[src/rtl/mc_run_ctrl_if.sv]
// mc_run_ctrl_if: program-load channel between a host/loader and mc_run_ctrl.
//   load_valid  host presents a program word
//   load_ready  controller accepts a word (only while idle)
//   load_addr   target instruction address
//   load_data   instruction word
// master = host/loader side, slave = controller side.
interface mc_run_ctrl_if #(
    parameter int DATA_W = 16,
    parameter int ADDR_W = 15
);
    logic              load_valid;
    logic              load_ready;
    logic [ADDR_W-1:0] load_addr;
    logic [DATA_W-1:0] load_data;

    modport master (output load_valid, load_addr, load_data, input load_ready);
    modport slave  (input load_valid, load_addr, load_data, output load_ready);
endinterface

[src/rtl/mc_run_ctrl.sv]
// mc_run_ctrl: program-load and run controller for the multicycle core.
// Streams program words into instruction memory, arms the core with a start
// PC, enables it and counts cycles until the core halts or the cycle budget
// runs out, then reports the result and waits for the host to drop run_req.
// Ports:
//   clk, rst            system clock, synchronous active-high reset
//   ld (slave)          load_valid/load_ready/load_addr/load_data channel
//   run_req, start_pc   level run request and PC captured on acceptance
//   imem_we/waddr/wdata registered instruction-memory write port
//   core_pc_nu, core_en initial PC and clock enable to the core
//   core_halt           halt from the core, only looked at while running
//   done, timeout       run finished / finished by budget expiry
//   cycle_cnt           cycles spent running
module mc_run_ctrl #(
    parameter int DATA_W     = 16,
    parameter int ADDR_W     = 15,
    parameter int CNT_W      = 16,
    parameter int MAX_CYCLES = 170
) (
    input  logic              clk,
    input  logic              rst,
    mc_run_ctrl_if.slave      ld,
    input  logic              run_req,
    input  logic [DATA_W-1:0] start_pc,
    output logic              imem_we,
    output logic [ADDR_W-1:0] imem_waddr,
    output logic [DATA_W-1:0] imem_wdata,
    output logic [DATA_W-1:0] core_pc_nu,
    output logic              core_en,
    input  logic              core_halt,
    output logic              done,
    output logic              timeout,
    output logic [CNT_W-1:0]  cycle_cnt
);

    typedef enum logic [1:0] {S_IDLE, S_ARM, S_RUN, S_DONE} state_t;

    localparam logic [CNT_W-1:0] LAST_CNT = CNT_W'(MAX_CYCLES - 1);

    state_t            state, state_nxt;
    logic              ready_q;
    logic              accept;
    logic              budget_hit;
    logic [DATA_W-1:0] pc_cap;

    assign ld.load_ready = ready_q;
    assign accept        = ld.load_valid & ready_q;
    assign budget_hit    = (cycle_cnt == LAST_CNT);

    // A beat accepted in the same idle cycle as run_req wins; the run request
    // is simply looked at again on the following cycle.
    always_comb begin
        state_nxt = state;
        unique case (state)
            S_IDLE:  if (run_req && !accept) state_nxt = S_ARM;
            S_ARM:   state_nxt = S_RUN;
            S_RUN:   if (core_halt || budget_hit) state_nxt = S_DONE;
            S_DONE:  if (!run_req) state_nxt = S_IDLE;
            default: state_nxt = S_IDLE;
        endcase
    end

    always_ff @(posedge clk) begin
        if (rst) begin
            state      <= S_IDLE;
            ready_q    <= 1'b0;
            imem_we    <= 1'b0;
            imem_waddr <= '0;
            imem_wdata <= '0;
            pc_cap     <= '0;
            core_pc_nu <= '0;
            core_en    <= 1'b0;
            done       <= 1'b0;
            timeout    <= 1'b0;
            cycle_cnt  <= '0;
        end else begin
            state   <= state_nxt;
            // Ready and enable are registered from the next state so they are
            // glitch-free and line up exactly with the IDLE / RUN cycles.
            ready_q <= (state_nxt == S_IDLE);
            core_en <= (state_nxt == S_RUN);

            imem_we <= accept;
            if (accept) begin
                imem_waddr <= ld.load_addr;
                imem_wdata <= ld.load_data;
            end

            unique case (state)
                S_IDLE: begin
                    if (state_nxt == S_ARM) pc_cap <= start_pc;
                end
                S_ARM: begin
                    core_pc_nu <= pc_cap;
                    cycle_cnt  <= '0;
                    done       <= 1'b0;
                    timeout    <= 1'b0;
                end
                S_RUN: begin
                    // The halting / expiring cycle is counted too.
                    cycle_cnt <= cycle_cnt + 1'b1;
                    if (core_halt) begin
                        done    <= 1'b1;
                        timeout <= 1'b0;
                    end else if (budget_hit) begin
                        done    <= 1'b1;
                        timeout <= 1'b1;
                    end
                end
                S_DONE: begin
                    // timeout and cycle_cnt stay visible until the next arm.
                    if (!run_req) done <= 1'b0;
                end
                default: ;
            endcase
        end
    end

endmodule

[src/flat_wrapper.sv]
// flat-port wrapper written by rule: the top's interface ports become plain ports
module mc_run_ctrl_flat 
#(
    parameter int DATA_W     = 16,
    parameter int ADDR_W     = 15,
    parameter int CNT_W      = 16,
    parameter int MAX_CYCLES = 170
)
  (clk, rst, run_req, start_pc, imem_we, imem_waddr, imem_wdata, core_pc_nu, core_en, core_halt, done, timeout, cycle_cnt, ld_load_valid, ld_load_addr, ld_load_data, ld_load_ready);
  mc_run_ctrl_if #(.DATA_W(DATA_W), .ADDR_W(ADDR_W)) ld_i ();
  input  logic clk;
  input  logic rst;
  input  logic run_req;
  input  logic [DATA_W-1:0] start_pc;
  output logic imem_we;
  output logic [ADDR_W-1:0] imem_waddr;
  output logic [DATA_W-1:0] imem_wdata;
  output logic [DATA_W-1:0] core_pc_nu;
  output logic core_en;
  input  logic core_halt;
  output logic done;
  output logic timeout;
  output logic [CNT_W-1:0] cycle_cnt;
  input wire logic [$bits(ld_i.load_valid)-1:0] ld_load_valid;
  input wire logic [$bits(ld_i.load_addr)-1:0] ld_load_addr;
  input wire logic [$bits(ld_i.load_data)-1:0] ld_load_data;
  output wire logic [$bits(ld_i.load_ready)-1:0] ld_load_ready;
  assign ld_i.load_valid = ld_load_valid;
  assign ld_i.load_addr = ld_load_addr;
  assign ld_i.load_data = ld_load_data;
  assign ld_load_ready = ld_i.load_ready;
  mc_run_ctrl #(.DATA_W(DATA_W), .ADDR_W(ADDR_W), .CNT_W(CNT_W), .MAX_CYCLES(MAX_CYCLES)) u_core (.clk(clk), .rst(rst), .ld(ld_i), .run_req(run_req), .start_pc(start_pc), .imem_we(imem_we), .imem_waddr(imem_waddr), .imem_wdata(imem_wdata), .core_pc_nu(core_pc_nu), .core_en(core_en), .core_halt(core_halt), .done(done), .timeout(timeout), .cycle_cnt(cycle_cnt));
endmodule
[config.mk]
export PLATFORM = sky130hd
export DESIGN_NAME = mc_run_ctrl_flat
export DESIGN_NICKNAME = d
export VERILOG_FILES = /design/src/rtl/mc_run_ctrl_if.sv /design/src/rtl/mc_run_ctrl.sv /design/src/flat_wrapper.sv
export SDC_FILE = /design/constraint.sdc
export NUM_CORES = 1
export LEC_CHECK = 0
export ABC_AREA = 1
export CORE_ASPECT_RATIO = 0.75
export CORE_MARGIN = 1.5
export CORE_UTILIZATION = 40
export CTS_CLUSTER_DIAMETER = 50
export DETAILED_ROUTE_END_ITERATION = 8
export PLACE_DENSITY = 0.74
export SLEW_MARGIN = 15
export SYNTH_ARGS = -nofsm -noshare
export SYNTH_HDL_FRONTEND = slang
export SYNTH_SLANG_ARGS = --single-unit
[constraint.sdc]
create_clock -name clk -period 1.9 [get_ports clk]
set_input_delay 0.38 -clock clk [delete_from_list [all_inputs] [get_ports clk]]
set_output_delay 0.38 -clock clk [all_outputs]
set_load 0.01 [all_outputs]
; ---- After elaboration in Yosys (flattened, before gate mapping)
; Index checks and enable logic that the tools add are counted.
[totals]
regBits = 86
input_bits = 52
out_inout_bits = 68
elab_cells = 42
[classes]
n_addsub = 1
eq_ne = 8
n_mux = 11
bitwise_logic = 1
n_reduce_logical = 10
[ops]
columns = operator, n
row1 = one-hot mux 16 bit (2 select lines), 1
row2 = adder 16 x 1 -> 16 bit (second input constant), 1
row3 = equality test 16 x 8 -> 1 bit (second input constant), 1
row4 = one-hot mux 2 bit (4 select lines), 1
row5 = equality test 2 bit (second input constant), 3
row6 = 2-to-1 mux 2 bit, 3
row7 = equality test 2 x 1 -> 1 bit (second input constant), 2
row8 = zero test 2 bit, 2
row9 = 2-to-1 mux 1 bit, 4
row10 = AND reduction 2 bit, 2
row11 = inequality test 3 x 2 -> 1 bit (second input constant), 1
row12 = one-hot mux 1 bit (3 select lines), 1
row13 = AND reduction 3 bit, 1
row14 = nonzero test 3 bit, 1
row15 = inequality test 2 bit (second input constant), 1
row16 = one-hot mux 1 bit (2 select lines), 1
row17 = nonzero test 2 bit, 1
row18 = bitwise AND 1 bit, 1
row19 = logical AND 1 bit, 1
row20 = zero test 1 bit, 1
row21 = logical OR 1 bit, 1

; ---- Longest topological paths before layout
[logic_depth]
ltp_word = 7
mapped_depth = 10
mapped_depth_nobuf = 10

; ---- Worst setup path after synthesis
; No wires, ideal clock.
[synth_timing]
path_type = register to register
startpoint = register u_core.state[0]
endpoint = register u_core.cycle_cnt[13]
setup_time_ps = 115
arrival_time_ps = 1483
required_time_ps = 1785
setup_slack_ps = 302
stages_incl_launch_ff = 11
period_less_slack_ps = 1598
path_cell_list = dfxtp_1 inv_1 ha_1 buf_4 nand3_4 nor2_2 nand4_1 nor2_1 nand3_1 nand2_1 nor2_1
[synth_between]
elab_chain_cells = 2
[synth_rtl]
columns = element, line
row1 = "start, declared", mc_run_ctrl.sv:40  ; state_t state, state_nxt;
row2 = "start signal, assigned", mc_run_ctrl.sv:77  ; state <= state_nxt;
row3 = equality test 2 bit or equality test 2 x 1 -> 1 bit (tied branches), mc_run_ctrl.sv:89  ; unique case (state)
row4 = one-hot mux 16 bit (2 select lines) or nonzero test 2 bit (tied branches), n/a
row5 = "end signal, assigned", mc_run_ctrl.sv:101  ; cycle_cnt <= cycle_cnt + 1'b1;
row6 = "end, declared", mc_run_ctrl.sv:33  ; output logic [CNT_W-1:0] cycle_cnt
; Several ways; a longest one is shown, not always the timed one.
; A chain may end at the register's enable or synchronous reset.

; ---- Worst setup path after layout
[layout_timing]
startpoint = register u_core.cycle_cnt[3]
endpoint = output port cycle_cnt[3]
[layout_lines]
columns = element, line
row1 = "end, declared", flat_wrapper.sv:23  ; output logic [CNT_W-1:0] cycle_cnt;
; No word-level cell between the ends.

==> flow_summary.json <==
{
  "start_util": 0.4167,
  "drv_cap": 0,
  "status": "complete, no violations",
  "synth_warnings": 0,
  "drc": 0,
  "wl_um": 8460,
  "pwr-share-seq": 0.432,
  "criticalPathCategory": "reg -> out",
  "p_per_area_mw_per_mm2": 1093,
  "die_area_mm2": 0.008882,
  "viasPerCell": 4.826,
  "overflow": 0,
  "max_slew_margin": 0.7946,
  "drtPass1Iterations": 4,
  "synth_nets": 482,
  "yosysTopAreaCellShare": 0.5173,
  "hold_path.class": "reg -> reg",
  "synth_edf_count": 0,
  "cpMaxStageDelayCell": "clkdlybuf4s50_1",
  "final_nets": 598,
  "combPwrFrac": 0.310,
  "synthXorXnorAreaFrac": 0.002632,
  "async_flop_share": 0,
  "yosys.area_share.adder": 0.02256,
  "antennaDiodeCount": 0,
  "die_w_um": 108.3,
  "setup-tns-final_ps": 0,
  "clk_latency_ps": 360,
  "dr.first_iter.drc_count": 233,
  "fin_ws_ps": 54.70,
  "ys.flop_type": "dfxtp_1",
  "post-route-min-period_ps": 1845,
  "synth_top_family_by_area": "compound AO/OA/AOI/OAI gates",
  "synthTopCellsByArea": "dfxtp_1 (52%), nor2_1 (9.7%), o21ai_0 (8.3%)",
  "place_congestion": 0.8483,
  "ys_ff_latch": 86,
  "slew_violations": 0,
  "netlist_top_cells_count": "dfxtp_1 (86), nor2_1 (86), o21ai_0 (55)",
  "grt_pass1_vias": 2776,
  "seq_area_frac_synth": 0.5173,
  "p_switching_uw": 1741,
  "critPathArrivalTime_ps": 1470,
  "clock-sinks": 86,
  "grtUsageTotal": 0.1893,
  "htree_levels": 3,
  "fin_crit_sh": 0.9712,
  "synth_compound_area_frac": 0.1947,
  "setup_viol": 0,
  "syn_to_final_growth_pct": 46.58,
  "num_rows": 28,
  "crit_family": "buffers and inverters",
  "grt_max_degree": 68,
  "tightest_slew_ps": 307.7,
  "muxShareOfSynthArea": 0,
  "netlist_instances": 424,
  "rsz0062_at_grt": "false",
  "place_area_mm2": 0.004662,
  "place_ws_ps": 116.7,
  "p_sw_frac": 0.3266,
  "power_frac_clock": 0.258,
  "synth_area_leader_cell": "dfxtp_1",
  "pin_count": 120,
  "critPathBufInv": 1,
  "vdd_ir_drop_max_uv": 609.6,
  "crit_fanout": 7,
  "regToRegSetupSlack_ps": 160,
  "dp.final_hpwl_um": 5937,
  "worstPathRequired_ps": 1520,
  "hold_violations": 0,
  "antenna_found_initial": 0,
  "end_kind": "output pin",
  "max_stage_delay_ps": 600,
  "n_fill_cell": 733,
  "synthSimpleGateAreaFrac": 0.1880,
  "clockBufferDepth": 2,
  "ys_types": 27,
  "max_freq_mhz": 541.9,
  "cts_tree": "yes",
  "layout-drive-gt1-share": 0.06789,
  "finClkSkew_ps": 15.92,
  "io_buffers": 119,
  "ctsRootBufferMaster": "clkbuf_8",
  "routedWlPerCell_um": 13.02,
  "cell_internal_pwr_uw": 3590,
  "hold_buffers": 0,
  "leakage_uw": 0.001893,
  "avgSynthCellArea_um2": 7.850,
  "clk_pin_slew_ps": 100,
  "stdcell_area_mm2": 0.004878,
  "postRouteAntennaNets": 0,
  "grt_pass1_wl_um": 13230,
  "synth_area_mm2": 0.003328,
  "startpoint_type": "flip-flop",
  "vias": 3137,
  "cts_made_buffers": 9,
  "die_y_um": 82.00,
  "core-area_mm2": 0.007988,
  "crit_chain": "clkdlybuf4s50_1"
}
## registers in the layout, summed over array words and instances (netlist names)
register	cells
u_core.ld.load_ready	1
u_core.core_en	1
u_core.pc_cap	16
u_core.imem_we	1
u_core.state	2
u_core.core_pc_nu	16
u_core.timeout	1
u_core.imem_wdata	16
u_core.done	1
u_core.cycle_cnt	16
u_core.imem_waddr	15
## metal layers
layer,GRT usage,vias to the layer above,part of all wire
met5,0,-,0
met3,0.05794,6,0.076
li1,-,1621,-
met1,0.2544,1391,0.48
met2,0.3013,119,0.44
met4,0.04079,0,0.0044
## per-stage QoR
step           instances  power (uW)  hold slack [ps]  utilization
2_1_floorplan        424        3188            429.1            -
6_report             650        5331            459.8       0.6107
3_3_place_gp         634        3930            438.3       0.5836
3_5_place_dp         634        3984            443.2       0.5836
5_1_grt              650        5669            481.4       0.6107
4_1_cts              650        5368            458.9       0.6101
## what timing repair did
action,4_1_cts,5_1_grt
endpoints found under the setup margin,0,1
resized for setup,0,2
setup buffers,0,0
## cells in the final DEF, fill, tap and decap left out, types with 3 or more instances in the layout
| cell type | netlist | layout |
|---|---|---|
| nand3_1 | 12 | 12 |
| nand2_1 | 29 | 29 |
| ha_1 | 6 | 5 |
| dfxtp_1 | 86 | 86 |
| inv_1 | 39 | 39 |
| o21ai_1 | 24 | 24 |
| buf_4 | 3 | 4 |
| nor2_2 | 2 | 3 |
| buf_12 | 0 | 4 |
| clkbuf_8 | 0 | 9 |
| clkdlybuf4s50_1 | 0 | 119 |
| o21ai_0 | 55 | 55 |
| nor2_1 | 86 | 85 |
| inv_6 | 0 | 3 |
| a21oi_1 | 49 | 49 |
## area by class of cell
cell class,count,area (um2),area share
Clock buffer,9,123.9,0.02539
Clock inverter,7,87.58,0.01795
Inverter,40,150.1,0.03078
Multi-Input combinational cell,276,1363,0.2793
Sequential cell,86,1722,0.3529
Tap cell,105,131.4,0.02693
Timing Repair Buffer,127,1301,0.2667
## power by group through the flow
stage,combinational (uW),clock (uW),sequential [uW]
2_1_floorplan,767,0,2420
5_1_grt,1830,1500,2340
3_3_place_gp,1600,0,2330
3_5_place_dp,1640,0,2340
6_report,1650,1380,2300
4_1_cts,1660,1410,2310
## kinds of logic (layout without fill, tap and decap cells)
family / Yosys count / count (layout)
compound gates: 129 / 129
xor+xnor: 1 / 1
fa+ha+maj: 6 / 6
buf+inv: 62 / 183
flops: 86 / 86
simple gates: 140 / 140
## worst paths after layout
| path | cells after the start | start | end |
|---|---|---|---|
| setup / recovery | 1 | u_core.cycle_cnt[3] | cycle_cnt[3] |
| hold / removal | 2 | u_core.pc_cap[7] | u_core.pc_cap[7] |
| setup reg to reg | 7 | u_core.state[0] | u_core.cycle_cnt[9] |
| hold reg to reg | 2 | u_core.pc_cap[7] | u_core.pc_cap[7] |
(Power assumes the default switching activity.)
